$ cat config.mk
export PLATFORM = sky130hd
export DESIGN_NAME = uart_burst_tx
export DESIGN_NICKNAME = d
export VERILOG_FILES = /design/src/rtl/uart_burst_pkg.sv /design/src/rtl/uart_burst_tx_bit_timer.sv /design/src/rtl/uart_burst_tx.sv
export SDC_FILE = /design/constraint.sdc
export NUM_CORES = 1
export LEC_CHECK = 0
export CAP_MARGIN = 0
export CELL_PAD_IN_SITES_DETAIL_PLACEMENT = 0
export CELL_PAD_IN_SITES_GLOBAL_PLACEMENT = 1
export CORE_MARGIN = 3
export CORE_UTILIZATION = 47
export CTS_CLUSTER_SIZE = 14
export DETAILED_ROUTE_END_ITERATION = 8
export GPL_ROUTABILITY_DRIVEN = 0
export GPL_TIMING_DRIVEN = 0
export PLACE_DENSITY_LB_ADDON = 0.1
export SLEW_MARGIN = 40
export SYNTH_ARGS = -nofsm -noshare
export SYNTH_HDL_FRONTEND = slang
export SYNTH_SLANG_ARGS = --single-unit
$ cat constraint.sdc
create_clock -name clk -period 6.1 [get_ports clk]
set_input_delay 1.22 -clock clk [delete_from_list [all_inputs] [get_ports clk]]
set_output_delay 1.22 -clock clk [all_outputs]
set_load 0.01 [all_outputs]
$ cat src/rtl/uart_burst_pkg.sv
// Shared types and constants for the burst UART transmitter.
package uart_burst_pkg;

    typedef enum logic [2:0] {
        IDLE,
        START,
        DATA,
        STOP,
        GAP
    } state_t;

    localparam int DEFAULT_CLKS_PER_BIT = 868;
    localparam int DEFAULT_GAP_UNIT     = 100000;
    localparam int DATA_BITS            = 8;
    localparam int FRAME_BITS           = 10;

endpackage

$ cat src/rtl/uart_burst_tx_bit_timer.sv
// Bit-period timer: counts 0..CLKS_PER_BIT-1 and flags the last cycle of each bit.
module uart_bit_timer #(
    parameter int CLKS_PER_BIT = 868
) (
    input  logic clk,
    input  logic reset,
    input  logic clear,
    output logic bit_end
);

    localparam int CNT_W = (CLKS_PER_BIT > 1) ? $clog2(CLKS_PER_BIT) : 1;
    localparam logic [CNT_W-1:0] LAST = CNT_W'(CLKS_PER_BIT - 1);

    logic [CNT_W-1:0] cnt;

    // Wraps on bit_end so back-to-back bits and frames need no extra clear cycle.
    always_ff @(posedge clk or negedge reset) begin
        if (!reset) begin
            cnt <= '0;
        end else if (clear || bit_end) begin
            cnt <= '0;
        end else begin
            cnt <= cnt + CNT_W'(1);
        end
    end

    assign bit_end = !clear && (cnt == LAST);

endmodule

$ cat src/rtl/uart_burst_tx.sv
// Burst UART transmitter: sends num_of_bytes incrementing bytes (8N1, LSB first)
// with an optional idle gap between bytes; all outputs are registered.
module uart_burst_tx
    import uart_burst_pkg::*;
#(
    parameter int CLKS_PER_BIT = DEFAULT_CLKS_PER_BIT,
    parameter int GAP_UNIT     = DEFAULT_GAP_UNIT
) (
    input  logic       clk,
    input  logic       reset,
    input  logic       start,
    input  logic [7:0] num,
    input  logic [7:0] speed,
    input  logic [7:0] num_of_bytes,
    output logic       tx,
    output logic       busy,
    output logic       done,
    output logic [7:0] byte_count
);

    localparam int GAP_W = $clog2(255 * GAP_UNIT + 1);

    state_t           state;
    state_t           state_next;
    logic [7:0]       cur_byte;
    logic [7:0]       gap_len;
    logic [7:0]       remaining;
    logic [7:0]       count_int;
    logic [2:0]       bit_idx;
    logic [GAP_W-1:0] gap_cnt;
    logic [GAP_W-1:0] gap_total;
    logic             gap_last;
    logic             done_flag;
    logic             bit_end;
    logic             timer_clear;
    logic             tx_next;
    logic             busy_next;

    assign timer_clear = (state == IDLE) || (state == GAP);
    assign gap_total   = GAP_W'(gap_len) * GAP_W'(GAP_UNIT);
    assign gap_last    = (gap_cnt == gap_total - GAP_W'(1));

    uart_bit_timer #(
        .CLKS_PER_BIT(CLKS_PER_BIT)
    ) u_bit_timer (
        .clk    (clk),
        .reset  (reset),
        .clear  (timer_clear),
        .bit_end(bit_end)
    );

    always_ff @(posedge clk or negedge reset) begin
        if (!reset) begin
            state <= IDLE;
        end else begin
            state <= state_next;
        end
    end

    always_comb begin
        state_next = state;
        case (state)
            IDLE: begin
                if (start && (num_of_bytes != 8'd0)) begin
                    state_next = START;
                end
            end
            START: begin
                if (bit_end) begin
                    state_next = DATA;
                end
            end
            DATA: begin
                if (bit_end && (bit_idx == 3'(DATA_BITS - 1))) begin
                    state_next = STOP;
                end
            end
            STOP: begin
                if (bit_end) begin
                    if (remaining == 8'd1) begin
                        state_next = IDLE;
                    end else if (gap_len == 8'd0) begin
                        state_next = START;
                    end else begin
                        state_next = GAP;
                    end
                end
            end
            GAP: begin
                if (gap_last) begin
                    state_next = START;
                end
            end
            default: state_next = IDLE;
        endcase
    end

    // Burst datapath; done_flag and count_int are staged so they reach the
    // pins in the same cycle as the registered tx/busy they belong to.
    always_ff @(posedge clk or negedge reset) begin
        if (!reset) begin
            cur_byte  <= '0;
            gap_len   <= '0;
            remaining <= '0;
            count_int <= '0;
            bit_idx   <= '0;
            gap_cnt   <= '0;
            done_flag <= 1'b0;
        end else begin
            done_flag <= 1'b0;
            if (state == IDLE && start) begin
                cur_byte  <= num;
                gap_len   <= speed;
                remaining <= num_of_bytes;
                count_int <= '0;
                if (num_of_bytes == 8'd0) begin
                    done_flag <= 1'b1;
                end
            end
            if (state == DATA && bit_end) begin
                bit_idx <= bit_idx + 3'd1;
            end
            if (state == STOP && bit_end) begin
                count_int <= count_int + 8'd1;
                remaining <= remaining - 8'd1;
                cur_byte  <= cur_byte + 8'd1;
                if (remaining == 8'd1) begin
                    done_flag <= 1'b1;
                end
            end
            if (state == GAP && !gap_last) begin
                gap_cnt <= gap_cnt + GAP_W'(1);
            end else begin
                gap_cnt <= '0;
            end
        end
    end

    always_comb begin
        tx_next   = 1'b1;
        busy_next = (state != IDLE);
        case (state)
            START:   tx_next = 1'b0;
            DATA:    tx_next = cur_byte[bit_idx];
            default: tx_next = 1'b1;
        endcase
    end

    always_ff @(posedge clk or negedge reset) begin
        if (!reset) begin
            tx         <= 1'b1;
            busy       <= 1'b0;
            done       <= 1'b0;
            byte_count <= '0;
        end else begin
            tx         <= tx_next;
            busy       <= busy_next;
            done       <= done_flag;
            byte_count <= count_int;
        end
    end

endmodule
==> results of run 1 <==
-- routing by layer --
metal / GRT usage, % / part of all wire (%)
met5: 0 / 0
met4: 5.93 / 1.7
met3: 4.16 / 5.1
met2: 32.7 / 45
met1: 29.5 / 48
-- flip-flops by register name, summed over array words and instances, names as in the netlist --
name and cells:
cur_byte 8, bit_idx 3, tx 1, gap_cnt 25, remaining 8, done_flag 1
count_int 8, done 1, gap_len 8, byte_count 8, u_bit_timer.cnt 10, busy 1
state 3
-- metrics by stage --
step,setup slack [ns],hold slack [ns],instances
4_1_cts,0.218,0.365,953
2_1_floorplan,1.13,0.331,724
5_1_grt,0.0446,0.377,955
3_5_place_dp,0.234,0.351,938
3_3_place_gp,0.286,0.337,937
6_report,0.344,0.362,955
-- final cells by class --
type                    count  area [um^2]
multi-input cells         571         4240
fillers                  1183         5930
clock inverters             6         71.3
plain buffers              22          100
flip-flops and latches     85         2130
clock buffers               9          225
inverters                  46          173
well taps                 176          220
repair buffers             40          414
-- kinds of logic after synthesis --
group | after synthesis | share of synthesized area, %
adders and majority gates | 77 | 16.0
xor gates and xnor gates | 61 | 8.51
buffers and inverters | 68 | 4.13
AOI/OAI and AO/OA | 146 | 16.4
muxes | 10 | 1.99
and+or+nand+nor | 277 | 20.8
DFF | 85 | 32.2
-- cells in the mapped netlist, drive strengths merged, types with 6 or more instances --
library cell and count:
nor4 9, nand4 16, nor3 18, dfrtp 84
a211oi 7, and3 13, a21o 6, xnor2 39
clkbuf 18, nand2b 7, a221o 6, nand2 64
xor2 20, o311ai 6, nor2 82, inv 46
nand3 27, o21ai 40, fa 12, or2 8
a21oi 22, nor3b 6, ha 65, o2111ai 7
-- worst register-to-register path, stage by stage, from the launching register on --
cell and delay, ns:
dfrtp_1 0.48, ha_1 0.38, ha_1 0.30, fa_1 0.51
inv_1 0.06, fa_1 0.53, inv_1 0.04, ha_1 0.38
nand2b_1 0.14, a21oi_1 0.33, xor2_1 0.27, nor4b_2 0.34
a31oi_1 0.12, a2111o_1 0.40, a2111oi_2 0.33, o2111ai_2 0.27
o311ai_4 0.34, buf_4 0.21, buf_6 0.15, nor2_1 0.06
-- path summary, 6_finish.rpt --
check                            from                 end  depth (start not counted)
setup / recovery           gap_len[2]         gap_cnt[14]                         19
hold / removal              done_flag                done                          0
setup reg to reg           gap_len[2]         gap_cnt[14]                         19
hold reg to reg             done_flag                done                          0
max in group asynchronous       reset  u_bit_timer.cnt[1]                          2
min in group asynchronous       reset         gap_cnt[22]                          1
-- timing repair --
| action | CTS | global route |
|---|---|---|
| endpoints found under the setup margin | 0 | 24 |
| resized for setup | 0 | 6 |
| hold endpoints to repair | 0 | 0 |
| buffers inserted | 0 | 2 |
-- cell usage in the layout (no fill, tap or decap), drive strengths merged, types with 6 or more instances in the layout --
master and n:
nand2b 7, a211oi 7, nor3 18, inv 49, fa 12, dfrtp 84, xnor2 39, or2 8
o311ai 6, clkbuf 27, nor2 82, xor2 20, a21o 6, o2111ai 7, a221o 6, and3 13
buf 8, nand2 64, a21oi 22, ha 65, clkdlybuf4s50 36, o21ai 40, nand4 16, nor4 9
nor3b 6, nand3 27
==> results.sh, run 1 <==
export IMPL_outcome="finished, final reports clean"
export IMPL_gr_usage_all_layers_pct=20.9
export IMPL_critical_path_slowest_cell="fa_1"
export IMPL_cts_tree="done"
export IMPL_holdCritPathClass="reg -> reg"
export IMPL_timing_reg2reg_setup_slack_ns=0.34
export IMPL_slew_limit_headroom_pct=51.9
export IMPL_cts_root_buf="clkbuf_16"
export IMPL_maximum_fanout_count_along_the_critical_path=10
export IMPL_dr_first_iter_drc_count=396
export IMPL_netlist_top_cell_by_area="dfrtp_1"
export IMPL_path_common_cell="ha_1"
export IMPL_clkSlewWorstSetupHoldPaths_ns=0.06
export IMPL_grt_max_degree=61
export IMPL_rsz_0062_raised_after_global_routing="false"
export IMPL_design_final_nets=879
export IMPL_io_buffer_count=37
export IMPL_final_report_setup_violation_count=0
export IMPL_synthFlopType="dfrtp_1"
export IMPL_via_count_of_the_first_global_routing_pass=5471
export IMPL_dr_total_vias=5500
export IMPL_synthesis_instances=724
export IMPL_drt_antenna_violating_nets=0
export IMPL_row_count=42
export IMPL_post_synth_instance_area_um2=6600
export IMPL_drt_pre_antenna_iters=6
export IMPL_post_syn_area_per_cell_um2=9.12
export IMPL_antenna_cells=0
export IMPL_areaGrowthSynthToFinish_pct=14.7
export IMPL_worstPathCellList="ha_1 -> ha_1 -> fa_1 -> inv_1 -> fa_1 -> inv_1 -> ha_1 -> nand2b_1 -> a21oi_1 -> xor2_1 -> nor4b_2 -> a31oi_1 -> a2111o_1 -> a2111oi_2 -> o2111ai_2 -> o311ai_4 -> buf_4 -> buf_6 -> nor2_1"
export IMPL_synthDistinctLibCells=75
export IMPL_final_core_utilization_pct=56.1
export IMPL_clockBufferDepth=2
export IMPL_criticalPathCategory="reg -> reg"
export IMPL_worst_clock_skew_ns=0.00872
export IMPL_dieWidth_um=125
export IMPL_tightestPinTransition_ns=0.713
export IMPL_io_pin_count=38
export IMPL_ctsHoldBuffers=0
export IMPL_number_of_antenna_violations_at_the_first_check_in_global_routing=0
export IMPL_report_final_hold_viol_count=0
export IMPL_start_util_pct=48.9
export IMPL_syn_nets=828
export IMPL_critical_path_required_ns=6.33
export IMPL_drv_max_cap_violation_count=0
export IMPL_end_kind="flip-flop"
export IMPL_cell_class_contributing_the_biggest_share_of_worst_path_delay="adder cells"
export IMPL_layout_worst_path_cycle_share_pct=94.4
export IMPL_finalInstanceArea_um2=7570
export IMPL_fmaxAchievable_mhz=174
export IMPL_clock_sink_count=85
export IMPL_timing_critical_path_buf_inv=4
export IMPL_remaining_drc_errors=0
export IMPL_final_critical_path_required_period_ns=5.76
export IMPL_place_detailed_hpwl_um=12400
export IMPL_yosys_warnings=0
export IMPL_synth_edff_count=0
export IMPL_htree_levels=3
export IMPL_postPlaceCellArea_um2=7220
export IMPL_synth_top_cell_area_share_pct=31.8
export IMPL_synth_async_sr_flop_share_pct=100
export IMPL_core_um2=13500
export IMPL_fp_dieH_um=125
export IMPL_cts_buffers=9
export IMPL_synth_seq_area_share_pct=32.2
export IMPL_synth_seq_cells=85
export IMPL_finalSetupTns_ns=0
export IMPL_fp_dieArea_um2=15500
export IMPL_wl_per_cell_um=16.6
export IMPL_insertion_delay_ns=0.34
export IMPL_grt_pass1_wl_um=26800
export IMPL_nature_of_the_critical_path_startpoint="flip-flop"
export IMPL_synth_area_top_cells="dfrtp_1 32%, ha_1 12%, xnor2_1 5.2%"
export IMPL_drive_above_1_share_pct=7.19
export IMPL_timing_critical_path_slowest_cell_delay_ns=0.53
export IMPL_finalMaxSlewViolations=0
export IMPL_via_per_inst=5.76
export IMPL_timing_critical_path_arrival_ns=5.98
export IMPL_routed_wirelength_um=15900
export IMPL_total_global_routing_overflow=0
Power of run 1 is left out: the tool's default activity adds up to more than one toggle a clock period on the data nets, which glitch-free logic cannot reach.
==> inputs of run 2 (changes only) <==
==> constraint.sdc (replaced) <==
create_clock -name clk -period 6 [get_ports clk]
set_input_delay 1.2 -clock clk [delete_from_list [all_inputs] [get_ports clk]]
set_output_delay 1.2 -clock clk [all_outputs]
set_load 0.01 [all_outputs]
==> run 2 against run 1 <==
Against the previous run: first-iteration DRC count fell by 3.3%; maximum frequency up 1.7%; sequential cell count is the same; worst hold slack about the same; global-route usage is the same; critical endpoint is now gap_cnt[22].
==> results.sh, run 2 (synthesis results as in run 1) <==
export IMPL_wl_per_cell_um=16.6
export IMPL_layout_cells_most_common="dfrtp_1"
export IMPL_design_final_nets=879
export IMPL_remaining_drc_errors=0
export IMPL_registers_top_by_ff_count="gap_cnt"
export IMPL_drv_max_cap_violation_count=0
export IMPL_final_core_utilization_pct=56.2
export IMPL_via_count_of_the_first_global_routing_pass=5471
export IMPL_grt_pass1_wl_um=26800
export IMPL_cts_root_buf="clkbuf_16"
export IMPL_outcome="finished, final reports clean"
export IMPL_max_ffs_per_register=25
export IMPL_tightestPinTransition_ns=0.716
export IMPL_fillerInstances=1183
export IMPL_drive_above_1_share_pct=7.45
export IMPL_clockBufferDepth=2
export IMPL_start_util_pct=48.9
export IMPL_path_common_cell="ha_1"
export IMPL_hold_path_endpoint="done"
export IMPL_slew_limit_headroom_pct=51.6
export IMPL_drt_pre_antenna_iters=5
export IMPL_insertion_delay_ns=0.34
export IMPL_fp_dieArea_um2=15500
export IMPL_areaGrowthSynthToFinish_pct=14.9
export IMPL_postPlaceCellArea_um2=7220
export IMPL_nature_of_the_critical_path_startpoint="flip-flop"
export IMPL_reg2reg_to="gap_cnt[22]"
export IMPL_drt_antenna_violating_nets=0
export IMPL_holdCritPathClass="reg -> reg"
export IMPL_worst_r2r_path_depth=19
export IMPL_timing_critical_path_slowest_cell_delay_ns=0.53
export IMPL_cts_tree="done"
export IMPL_row_count=42
export IMPL_final_report_setup_violation_count=0
export IMPL_worstPathCellList="ha_1 -> ha_1 -> fa_1 -> inv_1 -> fa_1 -> inv_1 -> ha_1 -> nand2b_1 -> a211o_1 -> a21boi_1 -> o21ai_1 -> o211a_1 -> a2111o_1 -> a2111oi_2 -> o2111ai_2 -> o311ai_4 -> buf_4 -> buf_6 -> nor2_1"
export IMPL_reg_to_reg_startpoint="gap_len[2]"
export IMPL_routed_wirelength_um=15900
export IMPL_ctsHoldBuffers=0
export IMPL_timing_reg2reg_setup_slack_ns=0.34
export IMPL_io_pin_count=38
export IMPL_hold_depth=0
export IMPL_io_buffer_count=37
export IMPL_final_critical_path_required_period_ns=5.66
export IMPL_reg_top3="gap_cnt (25), u_bit_timer.cnt (10)"
export IMPL_grt_max_degree=61
export IMPL_htree_levels=3
export IMPL_dr_total_vias=5524
export IMPL_antenna_cells=0
export IMPL_maximum_fanout_count_along_the_critical_path=10
export IMPL_finalInstanceArea_um2=7580
export IMPL_critical_path_required_ns=6.23
export IMPL_cts_buffers=9
export IMPL_gr_usage_all_layers_pct=20.9
export IMPL_dieWidth_um=125
export IMPL_via_per_inst=5.78
export IMPL_fmaxAchievable_mhz=177
export IMPL_clock_sink_count=85
export IMPL_most_common_layout_cells="84 x dfrtp_1, 82 x nor2_1, 65 x ha_1"
export IMPL_critical_path_slowest_cell="fa_1"
export IMPL_timing_critical_path_arrival_ns=5.89
export IMPL_layout_worst_path_cycle_share_pct=94.4
export IMPL_finalSetupTns_ns=0
export IMPL_report_final_hold_viol_count=0
export IMPL_finalMaxSlewViolations=0
export IMPL_finalWorstSetupSlack_ns=0.338
export IMPL_dr_first_iter_drc_count=383
export IMPL_fp_dieH_um=125
export IMPL_worst_clock_skew_ns=0.00871
export IMPL_place_detailed_hpwl_um=12400
export IMPL_end_kind="flip-flop"
export IMPL_core_um2=13500
export IMPL_preCtsSetupSlack_ns=0.134
export IMPL_criticalPathCategory="reg -> reg"
export IMPL_number_of_antenna_violations_at_the_first_check_in_global_routing=0
export IMPL_hold_start="done_flag"
export IMPL_clkSlewWorstSetupHoldPaths_ns=0.06
export IMPL_total_global_routing_overflow=0
-- run 2: cell counts in the layout (fill, tap and decap cells not counted) --
No cell type changed its count.
-- run 2: layout make-up --
type | instances | area, um^2 | share of cell area, %
clock buffer | 9 | 225 | 2.97
sequential | 85 | 2130 | 28.1
multi-input combinational | 571 | 4250 | 56.1
clock inverter | 6 | 71.3 | 0.940
timing repair buffer | 40 | 414 | 5.46
inverter | 46 | 173 | 2.28
tap | 176 | 220 | 2.90
buffer | 22 | 100 | 1.32
-- run 2: worst max-delay path: cells and delay by family, from the launching register on --
family	cells	cell delay, ns
AOI/OAI and AO/OA	8	2.29
and+or+nand+nor	2	0.20
buffers and inverters	4	0.47
DFF	1	0.48
adders and majority gates	5	2.10
-- run 2: how the worst max path moves through the flow --
stage | startpoint | endpoint | slack [ns] | cells past startpoint
finish | gap_len[2] | gap_cnt[22] | 0.34 | 19
global route | gap_len[2] | gap_cnt[14] | -0.001 | 19
CTS | gap_len[2] | gap_cnt[21] | 0.12 | 18
detailed placement | gap_len[2] | gap_cnt[21] | 0.13 | 18
global placement | gap_len[2] | gap_cnt[17] | 0.19 | 18
floorplan | gap_len[2] | gap_cnt[21] | 1.03 | 18
-- run 2: metrics by stage --
step | std cells | hold WS [ns]
CTS | 953 | 0.365
floorplan | 724 | 0.331
global route | 955 | 0.377
detailed placement | 938 | 0.351
global placement | 937 | 0.337
finish | 955 | 0.362
-- run 2: routing by layer --
metal	vias to the layer above	track usage, %	part of all wire, %	wire [um]
li1	2714	-	-	-
met1	2694	29.5	49	7740
met2	102	32.7	45	7180
met3	14	4.16	4.3	682
met4	0	5.93	1.7	263
met5	-	0	0	0
-- run 2: timing repair --
action,in CTS,in global routing
gates resized for setup,0,8
setup endpoints to repair,0,24
setup buffers,0,2
Power of run 2 is left out for the same reason.
==> inputs of run 3 (changes only) <==
--- a/config.mk
+++ b/config.mk
@@ -8,13 +8,14 @@
 export CAP_MARGIN = 0
 export CELL_PAD_IN_SITES_DETAIL_PLACEMENT = 0
 export CELL_PAD_IN_SITES_GLOBAL_PLACEMENT = 1
-export CORE_MARGIN = 3
+export CORE_MARGIN = 4
 export CORE_UTILIZATION = 47
 export CTS_CLUSTER_SIZE = 14
 export DETAILED_ROUTE_END_ITERATION = 8
 export GPL_ROUTABILITY_DRIVEN = 0
 export GPL_TIMING_DRIVEN = 0
 export PLACE_DENSITY_LB_ADDON = 0.1
+export SETUP_SLACK_MARGIN = 0.02
 export SLEW_MARGIN = 40
 export SYNTH_ARGS = -nofsm -noshare
 export SYNTH_HDL_FRONTEND = slang
==> run 3 against run 2 <==
Against the previous run: clock-buffer cell count grew 1; design area shrank 0.25%; maximum frequency shrank 1.2%; critical endpoint is now gap_cnt[19]; largest cell class unchanged; highest routed layer unchanged.
==> results.sh, run 3 (synthesis results as in run 1) <==
export IMPL_outcome="finished, final reports clean"
export IMPL_path_common_cell="ha_1"
export IMPL_timing_critical_path_slowest_cell_delay_ns=0.54
export IMPL_final_core_utilization_pct=54.7
export IMPL_core_um2=13800
export IMPL_io_pin_count=38
export IMPL_worstSetupEndpoint="gap_cnt[19]"
export IMPL_launch_point_of_the_critical_path="gap_len[2]"
export IMPL_grt_pass1_wl_um=25900
export IMPL_place_detailed_hpwl_um=12200
export IMPL_via_count_of_the_first_global_routing_pass=5342
export IMPL_register_area_um2=2130
export IMPL_maximum_fanout_count_along_the_critical_path=10
export IMPL_remaining_drc_errors=0
export IMPL_drt_antenna_violating_nets=0
export IMPL_multiInputGateArea_um2=4230
export IMPL_clkSlewWorstSetupHoldPaths_ns=0.06
export IMPL_layout_cells_most_common="dfrtp_1"
export IMPL_reg_top3="gap_cnt (25), u_bit_timer.cnt (10)"
export IMPL_holdWs_ns=0.350
export IMPL_wl_per_cell_um=16.2
export IMPL_finalMaxSlewViolations=0
export IMPL_most_common_layout_cells="84 x dfrtp_1, 82 x nor2_1, 65 x ha_1"
export IMPL_drive_above_1_share_pct=6.93
export IMPL_slew_limit_headroom_pct=53.0
export IMPL_final_report_setup_violation_count=0
export IMPL_timing_critical_path_arrival_ns=5.97
export IMPL_timing_reg2reg_setup_slack_ns=0.27
export IMPL_dieWidth_um=127
export IMPL_preCtsSetupSlack_ns=0.226
export IMPL_clockBufferDepth=2
export IMPL_routed_wirelength_um=15500
export IMPL_end_kind="flip-flop"
export IMPL_nature_of_the_critical_path_startpoint="flip-flop"
export IMPL_insertion_delay_ns=0.35
export IMPL_finalSetupTns_ns=0
export IMPL_report_final_hold_viol_count=0
export IMPL_layout_worst_path_cycle_share_pct=95.5
export IMPL_max_ffs_per_register=25
export IMPL_row_count=43
export IMPL_io_buffer_count=37
export IMPL_gr_usage_all_layers_pct=19.9
export IMPL_holdCritPathClass="reg -> reg"
export IMPL_drv_max_cap_violation_count=0
export IMPL_htree_levels=3
export IMPL_tightestPinTransition_ns=0.703
export IMPL_reg_to_reg_startpoint="gap_len[2]"
export IMPL_finalWorstSetupSlack_ns=0.271
export IMPL_worst_r2r_path_depth=19
export IMPL_total_global_routing_overflow=0
export IMPL_final_critical_path_required_period_ns=5.73
export IMPL_start_util_pct=47.8
export IMPL_fillerInstances=1265
export IMPL_dr_first_iter_drc_count=270
export IMPL_fp_dieArea_um2=16000
export IMPL_areaGrowthSynthToFinish_pct=14.6
export IMPL_fmaxAchievable_mhz=175
export IMPL_cts_buffers=9
export IMPL_via_per_inst=5.70
export IMPL_antenna_cells=0
export IMPL_fp_dieH_um=127
export IMPL_worst_clock_skew_ns=0.0115
export IMPL_dr_total_vias=5470
export IMPL_rsz_0062_raised_after_global_routing="false"
export IMPL_drt_pre_antenna_iters=4
export IMPL_criticalPathCategory="reg -> reg"
export IMPL_critical_path_required_ns=6.24
export IMPL_clock_sink_count=85
export IMPL_registers_top_by_ff_count="gap_cnt"
export IMPL_grt_max_degree=62
export IMPL_cts_tree="done"
export IMPL_design_final_nets=878
export IMPL_number_of_antenna_violations_at_the_first_check_in_global_routing=0
export IMPL_critical_path_slowest_cell="fa_1"
export IMPL_cts_root_buf="clkbuf_16"
export IMPL_ctsHoldBuffers=0
export IMPL_reg2reg_to="gap_cnt[19]"
export IMPL_worstPathCellList="ha_1 -> ha_1 -> fa_1 -> inv_1 -> fa_1 -> inv_1 -> ha_1 -> nand2b_1 -> a21oi_1 -> xor2_1 -> nor4b_2 -> a31oi_1 -> a2111o_1 -> a2111oi_2 -> o2111ai_1 -> o311ai_4 -> buf_12 -> buf_6 -> nor2_1"
[run 3: cell type report]
cell class | instances | share of cell area (%)
Inverter | 46 | 2.28
Tap cell | 180 | 2.98
Clock buffer | 10 | 3.16
Clock inverter | 6 | 0.661
Buffer | 22 | 1.32
Multi-Input combinational cell | 571 | 55.9
Sequential cell | 85 | 28.1
Timing Repair Buffer | 39 | 5.54
[run 3: worst min path at each step]
stage	startpoint	to	slack, ns	depth (start not counted)
3_5_place_dp	done_flag	done	0.34	0
3_3_place_gp	done_flag	done	0.33	0
2_1_floorplan	done_flag	done	0.33	0
6_report	done_flag	done	0.35	0
4_1_cts	done_flag	done	0.35	0
5_1_grt	done_flag	done	0.35	0
[run 3: repair_timing]
| item | 4_1_cts | 5_1_grt |
|---|---|---|
| gates resized for setup | 0 | 4 |
| setup buffers | 0 | 1 |
| endpoints found under the setup margin | 0 | 21 |
[run 3: routing by layer]
layer  vias up  global-route usage, %  routed length [um]
met5         -                      0                   0
met1      2663                   28.0                7570
met2        80                   31.7                7260
met3        16                   3.75                 501
met4         0                   5.05                 197
li1       2711                      -                   -
[run 3: metrics by stage]
step                      area [um^2]  std cells
after global routing             7570        959
after detailed placement         7230        942
after global placement           7200        941
after floorplan                  6600        724
after CTS                        7520        958
final                            7570        959
[run 3: worst max-delay path, delay by kind of cell, from the launching register on]
kind                     cells  cell delay, ns
flip-flops                   1            0.48
adder cells (fa/ha/maj)      5            2.11
AO/OA/AOI/OAI                6            1.84
buffers and inverters        4            0.39
XOR/XNOR                     1            0.26
AND/OR/NAND/NOR              3            0.53
Power of run 3 is left out for the same reason.
